File: config.mk
export PLATFORM = sky130hd
export DESIGN_NAME = fir_decim_buffer
export DESIGN_NICKNAME = d
export VERILOG_FILES = /design/src/rtl/fir_pkg.sv /design/src/rtl/fir_sample_fifo.sv /design/src/rtl/fir_decim_buffer.sv
export SDC_FILE = /design/constraint.sdc
export NUM_CORES = 1
export LEC_CHECK = 0
export ABC_AREA = 1
export BUFFER_PORTS_ARGS = -buffer_cell sky130_fd_sc_hd__buf_2
export CELL_PAD_IN_SITES_DETAIL_PLACEMENT = 1
export CELL_PAD_IN_SITES_GLOBAL_PLACEMENT = 1
export CORE_MARGIN = 2
export CORE_UTILIZATION = 49
export CTS_CLUSTER_SIZE = 28
export DETAILED_ROUTE_END_ITERATION = 10
export GPL_TIMING_DRIVEN = 0
export PLACE_DENSITY_LB_ADDON = 0.15
export SYNTH_ARGS = -nofsm -noshare
export SYNTH_HDL_FRONTEND = slang
export SYNTH_SLANG_ARGS = --single-unit
File: constraint.sdc
create_clock -name clk -period 3.1 [get_ports clk]
set_input_delay 0.155 -clock clk [delete_from_list [all_inputs] [get_ports clk]]
set_output_delay 0.155 -clock clk [all_outputs]
set_load 0.03 [all_outputs]
File: src/rtl/fir_pkg.sv
// Shared constants and sample type for the FIR filter and its downstream stages.
package fir_pkg;
    localparam int FIR_W = 16;
    typedef logic [FIR_W-1:0] fir_sample_t;
endpackage

File: src/rtl/fir_sample_fifo.sv
// Synchronous sample FIFO; occupancy counter drives full/empty, head shown combinationally.
module fir_sample_fifo
    import fir_pkg::*;
#(
    parameter int W     = FIR_W,
    parameter int DEPTH = 8
) (
    input  logic                     clk,
    input  logic                     reset,
    input  logic                     push_req,
    input  logic [W-1:0]             wr_data,
    input  logic                     out_ready,
    output logic [W-1:0]             rd_data,
    output logic                     out_valid,
    output logic [$clog2(DEPTH):0]   count,
    output logic                     drop
);
    localparam int AW = $clog2(DEPTH);
    localparam int CW = AW + 1;

    logic [W-1:0]  mem [DEPTH];
    logic [AW-1:0] wr_ptr, rd_ptr;
    logic [CW-1:0] cnt, cnt_nxt;
    logic          vld_q;
    logic [W-1:0]  last_q;
    logic          do_pop, do_push, full;

    assign full    = (cnt == CW'(DEPTH));
    assign do_pop  = vld_q && out_ready;
    // A full FIFO still accepts a push when the head leaves on the same edge.
    assign do_push = push_req && (!full || do_pop);
    assign drop    = push_req && !do_push;

    always_comb begin
        cnt_nxt = cnt;
        if (do_push && !do_pop)
            cnt_nxt = cnt + CW'(1);
        else if (!do_push && do_pop)
            cnt_nxt = cnt - CW'(1);
    end

    always_ff @(posedge clk) begin
        if (reset) begin
            wr_ptr <= '0;
            rd_ptr <= '0;
            cnt    <= '0;
            vld_q  <= 1'b0;
            last_q <= '0;
        end else begin
            if (do_push)
                wr_ptr <= wr_ptr + AW'(1);
            if (do_pop) begin
                rd_ptr <= rd_ptr + AW'(1);
                last_q <= mem[rd_ptr];
            end
            cnt   <= cnt_nxt;
            vld_q <= (cnt_nxt != '0);
        end
    end

    always_ff @(posedge clk) begin
        if (!reset && do_push)
            mem[wr_ptr] <= wr_data;
    end

    // Once drained, the last popped sample stays on the output.
    assign rd_data   = vld_q ? mem[rd_ptr] : last_q;
    assign out_valid = vld_q;
    assign count     = cnt;
endmodule

File: src/rtl/fir_decim_buffer.sv
// Keeps every M-th valid FIR sample and queues it for a valid/ready consumer.
module fir_decim_buffer
    import fir_pkg::*;
#(
    parameter int N     = FIR_W,
    parameter int M     = 4,
    parameter int DEPTH = 8
) (
    input  logic                   clk,
    input  logic                   reset,
    input  logic [N-1:0]           data_in,
    input  logic                   in_valid,
    output logic [N-1:0]           out_data,
    output logic                   out_valid,
    input  logic                   out_ready,
    output logic [$clog2(DEPTH):0] count,
    output logic                   overflow
);
    localparam int PW = (M > 1) ? $clog2(M) : 1;
    localparam logic [PW-1:0] PH_MAX = PW'(M - 1);

    logic [PW-1:0] phase;
    logic          keep, drop;

    assign keep = in_valid && (phase == '0);

    always_ff @(posedge clk) begin
        if (reset) begin
            phase    <= '0;
            overflow <= 1'b0;
        end else begin
            if (in_valid)
                phase <= (phase == PH_MAX) ? '0 : phase + PW'(1);
            if (drop)
                overflow <= 1'b1;
        end
    end

    fir_sample_fifo #(.W(N), .DEPTH(DEPTH)) u_fifo (
        .clk       (clk),
        .reset     (reset),
        .push_req  (keep),
        .wr_data   (data_in),
        .out_ready (out_ready),
        .rd_data   (out_data),
        .out_valid (out_valid),
        .count     (count),
        .drop      (drop)
    );
endmodule

==> results of run 1 <==
-- worst register-to-register path: cells and delay by family (launching register included) --
| family | cells | cell delay [ns] |
|---|---|---|
| AND/OR/NAND/NOR | 3 | 1.08 |
| adder cells (fa/ha/maj) | 1 | 0.24 |
| AO/OA/AOI/OAI | 1 | 0.12 |
| buffers and inverters | 3 | 0.50 |
| flip-flops | 1 | 0.44 |
-- flip-flops by register name, indices dropped and copies added, names as in the netlist, named ones only --
register          cells
u_fifo.count          4
u_fifo.rd_ptr         3
u_fifo.out_valid      1
u_fifo.wr_ptr         3
u_fifo.last_q        16
phase                 2
u_fifo.mem          128
overflow              1
-- layer usage --
metal  part of all wire  GRT usage  up-vias  wire length [um]
met1               0.41      0.323     2422              7490
met2               0.50      0.452      150              9200
met3              0.051     0.0592       45               926
met4              0.033      0.116        0               599
li1                   -          -     2176                 -
met5                  0          0        -                 0
-- final timing paths --
| kind | start | end | slack, ns | depth (start not counted) |
|---|---|---|---|---|
| setup / recovery | u_fifo.count[0] | u_fifo.mem[4][5] | 0.42 | 8 |
| hold / removal | data_in[5] | u_fifo.mem[0][5] | 0.01 | 1 |
| setup reg to reg | u_fifo.count[0] | u_fifo.mem[4][5] | 0.42 | 8 |
| hold reg to reg | u_fifo.rd_ptr[2] | u_fifo.rd_ptr[2] | 0.46 | 1 |
-- report_power, final --
group	leakage [nW]	total (mW)	internal [mW]	switching, mW
Combinational	1.12	1.94	0.564	1.37
Sequential	1.43	2.54	2.45	0.0831
Clock	0.317	2.33	1.50	0.829
-- timing repair --
action | CTS | global route
setup endpoints to repair | 0 | 0
hold endpoints to repair | 16 | 0
hold buffers | 2 | 0
buffers inserted | 0 | 0
-- layout make-up --
cell class / instances / area share
Tap cell: 176 / 0.0276
Clock buffer: 19 / 0.0543
Buffer: 32 / 0.0290
Inverter: 21 / 0.0102
Timing Repair Buffer: 51 / 0.0424
Clock inverter: 13 / 0.0270
Sequential cell: 161 / 0.565
Multi-Input combinational cell: 360 / 0.245
-- per-stage QoR --
step                power (mW)  TNS, ns  worst slack (ns)
floorplan                 3.87        0             0.262
global placement          4.41   -42.90            -0.743
detailed placement        4.49        0             0.484
CTS                       6.83        0             0.409
global route              7.09        0             0.272
finish                    6.80        0             0.417
-- cells by family after synthesis --
logic type | share of synthesized area
adders and majority gates | 0.0111
buffers and inverters | 0.0464
DFF | 0.668
and+or+nand+nor | 0.104
xor gates and xnor gates | 0.00390
AOI/OAI and AO/OA | 0.166
-- placed cells by master, fill, tap and decap left out, types with 2 or more instances in the layout --
cell type	netlist	layout
o21ai_0	69	69
clkinv_2	0	3
nand3_2	2	2
edfxtp_1	128	128
o211ai_2	16	16
nor2_1	112	108
nand2_1	47	47
dlygate4sd3_1	0	2
buf_6	4	6
a21oi_2	12	12
buf_8	1	7
o21ai_2	20	20
ha_1	6	6
dfxtp_1	33	33
clkbuf_1	5	7
clkbuf_2	2	2
nor2_2	1	5
clkbuf_4	2	2
nand3_1	2	2
o21ai_1	46	46
buf_12	2	2
nor3_1	7	3
inv_1	17	17
inv_2	3	3
bufinv_16	0	6
clkinv_1	0	3
clkbuf_16	0	17
buf_4	2	2
buf_2	12	53
a21oi_1	13	13
nor3_2	1	5
xor2_1	3	3
==> impl_metrics.py, run 1 <==
metrics = {
    "synth": {
        "syn-num-nets": 600,
        "synthCells": 574,
        "synth_seq_cells": 161,
        "synth_area_leaders": "edfxtp_1, dfxtp_1, nor2_1",
        "yosysTopAreaCellShare": 0.570,
        "async_reset_ff_frac": 0,
        "synth_warnings": 0,
        "ys.flop_type": "edfxtp_1",
        "synth_edf_count": 128,
        "yosys.cell_types.count": 33,
        "synth.yosys.seq_area_share": 0.668,
        "yosys.area.top_type": "edfxtp_1",
        "avgSynthCellArea_sq_um": 11.7,
        "syn-cell-area_sq_mm": 0.00674,
        "yosysMostFrequentCell": "edfxtp_1",
        "yosys-top-cells-count": "edfxtp_1, nor2_1, o21ai_0",
    },
    "place": {
        "portBuffers": 41,
        "dp_hpwl_um": 12200,
        "globalplace.congestion": 0.782,
        "dpl_cell_area_sq_mm": 0.00731,
        "dp_cells": 799,
    },
    "critical_path": {
        "slowest_stage": "nor3_2",
        "slowest_delay_ns": 0.78,
        "critPathArrivalTime_ns": 2.81,
        "startpoint_type": "register",
        "end_kind": "register",
        "cp.required_ns": 3.23,
        "crit_fanout": 9,
        "crit_type": "reg2reg",
        "critPathTopFamily": "simple AND/OR/NAND/NOR gates",
        "crit_top_cell": "inv_1",
        "path_buf_inv": 3,
        "path_cells": "inv_1 > ha_1 > nand3_2 > o21ai_2 > nor2_1 > inv_1 > nor3_2 > buf_6",
    },
    "route": {
        "drt_wl_total_um": 18200,
        "drt_pre_antenna_iters": 4,
        "ant_nets": 0,
        "vias": 4793,
        "wl_per_cell_um": 21.9,
        "route.detailed.drc": 0,
        "drtIter0Drc": 295,
        "vias_per_cell": 5.75,
    },
    "timing": {
        "slew_viol_final": 0,
        "final-hold-violation-count": 0,
        "setup_viol": 0,
        "worst_slew_margin_rel": 0.310,
        "holdWs_ns": 0.0109,
        "fin_crit_sh": 0.865,
        "rsz0062_at_grt": "false",
        "fin_worst_skew_ns": 0.00758,
        "tightest_slew_ns": 1.03,
        "fin_crit_ns": 2.68,
        "fmax_mhz": 373,
    },
    "global_routing": {
        "grt_start_max_net_pins": 17,
        "grt_pass1_wl_um": 28200,
        "grt_antenna_before_repair": 0,
        "grt_pass1_vias": 5074,
        "overflow": 0,
        "grt_use_total": 0.265,
    },
    "cells_and_area": {
        "diodes": 0,
        "multi_input_area_sq_mm": 0.00195,
        "final_cells": 833,
        "fin_area_sq_mm": 0.00798,
        "area.sequential_sq_mm": 0.00450,
        "num-fill-cells": 1398,
        "utilization": 0.597,
        "fin_nets": 670,
        "drive_gt1_frac": 0.253,
        "syn_to_final_growth_pct": 18.3,
    },
    "cts": {
        "cts_tree": "done",
        "clk_pin_slew_ns": 0.06,
        "cts_buffers": 17,
        "root_buffer": "clkbuf_16",
        "cts_max_level": 4,
        "cts_buffer_depth": 2,
        "post_cts_resize_count": 0,
        "cts.sinks": 161,
        "insertion_delay_ns": 0.42,
    },
    "floorplan": {
        "io_pins": 42,
        "std_cell_rows": 42,
        "start_util": 0.505,
        "die_w_um": 121,
        "die_area_sq_mm": 0.0147,
        "chipHeight_um": 121,
        "core_area_sq_mm": 0.0133,
    },
    "power_and_ir_drop": {
        "peakVddDrop_mv": 0.512,
        "power_density_mw_per_mm2": 853,
        "power_leakage_nw": 2.87,
    },
    "run": {
        "maxCapViolations": 0,
    },
    "outcome": {
        "status": "completed",
    },
    "hold_path": {
        "min_path_type": "in2reg",
    },
}
No activity file was read; power rests on OpenSTA's default activity.
==> run 2, diff against run 1 <==
- clock period: 3.1 -> 2.95 ns (I/O delays scaled with it)
==> run 2 against run 1 <==
Compared with the run above: clock-buffer cell count stayed put; critical path type unchanged; largest cell class unchanged; flip-flop and latch count stayed put; global-route usage is 0.11 points higher.
==> impl_metrics.py, run 2 (synthesized netlist as in run 1, its figures left out) <==
metrics = {
    "outcome": {
        "status": "completed",
    },
    "critical_path": {
        "crit_cells": 8,
        "reg2reg_slack_ns": 0.26,
        "slowest_stage": "nor3_2",
        "slowest_delay_ns": 0.78,
        "rr_worst_depth": 8,
        "crit_fanout": 9,
        "r2r-end": "u_fifo.mem[4][5]",
        "cp.required_ns": 3.08,
        "path_cells": "inv_1 > ha_1 > nand3_2 > o21ai_2 > nor2_1 > inv_1 > nor3_2 > buf_6",
        "crit_type": "reg2reg",
        "end_kind": "register",
        "startpoint_type": "register",
        "critPathArrivalTime_ns": 2.82,
        "path_buf_inv": 3,
        "crit_top_cell": "inv_1",
        "critPathTopFamily": "simple AND/OR/NAND/NOR gates",
        "r2r_start": "u_fifo.count[0]",
    },
    "cells_and_area": {
        "largest_reg_flops": 128,
        "num-fill-cells": 1393,
        "drive_gt1_frac": 0.251,
        "diodes": 0,
        "fin_nets": 675,
        "layout_common_cells": "edfxtp_1, nor2_1, o21ai_0",
        "final_common_cell": "edfxtp_1",
        "top_register": "u_fifo.mem",
        "syn_to_final_growth_pct": 19.1,
        "final_cells": 838,
        "multi_input_area_sq_mm": 0.00195,
        "area.sequential_sq_mm": 0.00450,
    },
    "hold_path": {
        "holdPathEnd": "u_fifo.mem[0][9]",
        "min_delay_path_depth": 1,
        "min_path_type": "in2reg",
        "hp-start": "data_in[9]",
    },
    "timing": {
        "fmax_mhz": 372,
        "fin_crit_sh": 0.912,
        "final-hold-violation-count": 0,
        "holdWs_ns": 0.00933,
        "fin_worst_skew_ns": 0.00821,
        "slew_viol_final": 0,
        "setup_viol": 0,
        "rsz0062_at_grt": "false",
        "tightest_slew_ns": 1.01,
        "worst_slew_margin_rel": 0.325,
        "fin_crit_ns": 2.69,
    },
    "global_routing": {
        "grt_start_max_net_pins": 17,
        "grt_use_total": 0.266,
        "grt_pass1_wl_um": 28400,
        "grt_pass1_vias": 5108,
        "overflow": 0,
        "grt_antenna_before_repair": 0,
    },
    "route": {
        "top_layer": "met4",
        "vias": 4790,
        "wl_per_cell_um": 21.9,
        "ant_nets": 0,
        "drt-met1-wl_um": 7630,
        "wl_met3_um": 867,
        "drt_wl_total_um": 18300,
        "drtIter0Drc": 305,
        "wl_met2_um": 9320,
        "route.detailed.drc": 0,
        "vias_per_cell": 5.72,
        "drt_pre_antenna_iters": 4,
    },
    "cts": {
        "post_cts_resize_count": 0,
        "cts.sinks": 161,
        "insertion_delay_ns": 0.43,
        "cts_buffer_depth": 2,
        "cts_tree": "done",
        "cts_max_level": 4,
        "root_buffer": "clkbuf_16",
        "clk_pin_slew_ns": 0.06,
        "cts_buffers": 17,
    },
    "place": {
        "globalplace.congestion": 0.782,
        "dp_hpwl_um": 12200,
        "portBuffers": 41,
        "dp_cells": 799,
    },
    "floorplan": {
        "std_cell_rows": 42,
        "die_w_um": 121,
        "chipHeight_um": 121,
        "core_area_sq_mm": 0.0133,
        "start_util": 0.505,
        "die_area_sq_mm": 0.0147,
        "io_pins": 42,
    },
    "power_and_ir_drop": {
        "peakVddDrop_mv": 0.536,
        "power_density_mw_per_mm2": 892,
        "power_leakage_nw": 2.89,
    },
    "run": {
        "maxCapViolations": 0,
    },
}
## run 2: cell types whose count changed in the layout (fill, tap and decap cells not counted)
cell / change
dlygate4sd3_1: +5
## run 2: worst max path at each step
stage                                from                to  slack, ns
after floorplan           u_fifo.count[0]  u_fifo.mem[6][0]       0.11
after global placement    u_fifo.count[0]  u_fifo.mem[2][3]      -0.89
after detailed placement  u_fifo.count[0]  u_fifo.mem[4][5]       0.33
after CTS                 u_fifo.count[0]  u_fifo.mem[4][5]       0.26
after global routing      u_fifo.count[0]  u_fifo.mem[2][5]       0.12
final                     u_fifo.count[0]  u_fifo.mem[4][5]       0.26
## run 2: layout make-up
| type | count | area share |
|---|---|---|
| inverter | 21 | 0.0101 |
| clock buffer | 19 | 0.0539 |
| sequential | 161 | 0.561 |
| tap | 176 | 0.0274 |
| buffer | 32 | 0.0288 |
| timing repair buffer | 56 | 0.0483 |
| clock inverter | 13 | 0.0268 |
| multi-input combinational | 360 | 0.243 |
## run 2: per-layer routing
metal | global-route usage | vias to the layer above
li1 | - | 2183
met5 | 0 | -
met2 | 0.454 | 137
met4 | 0.116 | 0
met3 | 0.0597 | 43
met1 | 0.324 | 2427
## run 2: metrics by stage
| step | setup WS (ns) | area (sq um) | total power, mW | setup TNS (ns) | utilization |
|---|---|---|---|---|---|
| 6_report | 0.259 | 8030 | 7.16 | 0 | 0.601 |
| 5_1_grt | 0.122 | 8030 | 7.46 | 0 | 0.601 |
| 4_1_cts | 0.259 | 8030 | 7.18 | 0 | 0.601 |
| 3_5_place_dp | 0.334 | 7310 | 4.72 | 0 | 0.547 |
| 3_3_place_gp | -0.893 | 7160 | 4.64 | -54.23 | 0.537 |
| 2_1_floorplan | 0.112 | 6740 | 4.07 | 0 | - |
## run 2: worst reg2reg max path, delay by kind of cell (launching register included)
| family | cells | cell delay (ns) |
|---|---|---|
| adders and majority gates | 1 | 0.24 |
| and+or+nand+nor | 3 | 1.08 |
| DFF | 1 | 0.44 |
| buffers and inverters | 3 | 0.50 |
| AOI/OAI and AO/OA | 1 | 0.12 |
## run 2: where the power goes
part           internal [mW]  total, mW  switching (mW)
clock network           1.57       2.45           0.875
logic                  0.597       2.04            1.45
registers               2.58       2.67          0.0870
total                   4.75       7.16            2.41
## run 2: timing repair
action | CTS | global route
hold buffers | 7 | 0
endpoints found under the hold margin | 39 | 0
setup buffers | 0 | 0
==> run 3, diff against run 2 <==
- CTS_BUF_LIST: default -> sky130_fd_sc_hd__clkbuf_16
==> run 3 against run 2 <==
Compared with the run above: global-route usage barely moved; non-clock buffer count is the same; register-to-register slack is essentially flat; first-iteration DRC count grew 3.3%; core utilization stayed put; cell area did not move; clock skew is 0.0016 ns higher; clock-buffer cell count decreased by 2; fmax increased by 0.20%; via count decreased by 0.38%; highest routed layer unchanged.
==> impl_metrics.py, run 3 (synthesized netlist as in run 1, its figures left out) <==
metrics = {
    "global_routing": {
        "grt_start_max_net_pins": 17,
        "grt_antenna_before_repair": 0,
        "overflow": 0,
        "grt_use_total": 0.266,
        "grt_pass1_wl_um": 28400,
        "grt_pass1_vias": 5102,
    },
    "route": {
        "ant_nets": 0,
        "drtIter0Drc": 315,
        "route.detailed.drc": 0,
        "drt_pre_antenna_iters": 4,
        "vias": 4772,
        "wl_per_cell_um": 21.9,
        "vias_per_cell": 5.69,
        "drt_wl_total_um": 18400,
    },
    "cells_and_area": {
        "largest_reg_flops": 128,
        "final_common_cell": "edfxtp_1",
        "layout_common_cells": "edfxtp_1, nor2_1, o21ai_0",
        "num-fill-cells": 1393,
        "top_register": "u_fifo.mem",
        "fin_nets": 675,
        "diodes": 0,
        "utilization": 0.601,
        "syn_to_final_growth_pct": 19.1,
        "final_cells": 838,
        "drive_gt1_frac": 0.251,
    },
    "cts": {
        "cts_buffers": 17,
        "cts_buffer_depth": 2,
        "post_cts_buffers": 0,
        "root_buffer": "clkbuf_16",
        "cts.sinks": 161,
        "cts_max_level": 4,
        "ctsHoldBuffers": 7,
        "cts_tree": "done",
        "clk_pin_slew_ns": 0.06,
        "insertion_delay_ns": 0.43,
        "post_cts_resize_count": 0,
    },
    "critical_path": {
        "critPathArrivalTime_ns": 2.81,
        "critPathTopFamily": "simple AND/OR/NAND/NOR gates",
        "startpoint_type": "register",
        "crit_fanout": 9,
        "path_cells": "inv_1 > ha_1 > nand3_2 > o21ai_2 > nor2_1 > inv_1 > nor3_2 > buf_6",
        "r2r_start": "u_fifo.count[0]",
        "end_kind": "register",
        "slowest_stage": "nor3_2",
        "crit_top_cell": "inv_1",
        "slowest_delay_ns": 0.77,
        "cp.required_ns": 3.08,
        "crit_path_start": "u_fifo.count[0]",
        "crit_type": "reg2reg",
        "path_buf_inv": 3,
    },
    "timing": {
        "worst_slew_margin_rel": 0.331,
        "tns_ns": 0,
        "layout_setup_ws_ns": 0.265,
        "fmax_mhz": 372,
        "final-hold-violation-count": 0,
        "fin_crit_sh": 0.910,
        "fin_crit_ns": 2.69,
        "fin_worst_skew_ns": 0.00983,
        "tightest_slew_ns": 0.998,
        "setup_viol": 0,
        "rsz0062_at_grt": "false",
        "slew_viol_final": 0,
    },
    "floorplan": {
        "start_util": 0.505,
        "io_pins": 42,
        "die_w_um": 121,
        "core_area_sq_mm": 0.0133,
        "std_cell_rows": 42,
        "die_area_sq_mm": 0.0147,
        "chipHeight_um": 121,
    },
    "power_and_ir_drop": {
        "finalPower_mw": 7.16,
        "power_leakage_nw": 2.90,
        "peakVddDrop_mv": 0.536,
        "power_density_mw_per_mm2": 892,
    },
    "place": {
        "dp_hpwl_um": 12200,
        "dp_cells": 799,
        "pre_cts_ws_ns": 0.334,
        "globalplace.congestion": 0.782,
        "portBuffers": 41,
    },
    "hold_path": {
        "hp-start": "data_in[9]",
        "min_path_type": "in2reg",
    },
    "run": {
        "maxCapViolations": 0,
    },
    "outcome": {
        "status": "completed",
    },
}
## run 3: final timing paths
| kind | slack, ns | to | cells past startpoint |
|---|---|---|---|
| worst max register to register | 0.26 | u_fifo.mem[4][5] | 8 |
| worst max-delay path | 0.26 | u_fifo.mem[4][5] | 8 |
| worst min register to register | 0.48 | u_fifo.rd_ptr[2] | 1 |
| worst min-delay path | 0.01 | u_fifo.mem[0][9] | 1 |
## run 3: worst register-to-register path, cell delays in order, from the launching register on
cell and delay [ns]:
dfxtp_1 0.44, inv_1 0.09, ha_1 0.24, nand3_2 0.13, o21ai_2 0.12, nor2_1 0.17
inv_1 0.14, nor3_2 0.77, buf_6 0.27
## run 3: metrics by stage
stage          instance area (sq um)  hold WS (ns)
2_1_floorplan                   6740         0.246
4_1_cts                         8030      0.000958
3_5_place_dp                    7310         0.428
6_report                        8030        0.0105
5_1_grt                         8030       0.00223
3_3_place_gp                    7160         0.414
## run 3: routing by layer
layer / GRT usage / wire (um)
met2: 0.454 / 9360
met1: 0.325 / 7690
met4: 0.116 / 520
met5: 0 / 0
met3: 0.0597 / 817
## run 3: layout make-up
| cell class | count | area (sq um) | share of cell area |
|---|---|---|---|
| Sequential cell | 161 | 4500 | 0.561 |
| Multi-Input combinational cell | 360 | 1950 | 0.243 |
| Clock buffer | 17 | 425 | 0.0530 |
| Timing Repair Buffer | 56 | 388 | 0.0483 |
| Buffer | 32 | 231 | 0.0288 |
| Clock inverter | 15 | 223 | 0.0278 |
| Tap cell | 176 | 220 | 0.0274 |
| Inverter | 21 | 81.3 | 0.0101 |
## run 3: power by group
part,leakage (nW),switching (mW),internal (mW)
Clock,0.325,0.880,1.57
Combinational,1.15,1.45,0.597
Sequential,1.43,0.0878,2.58
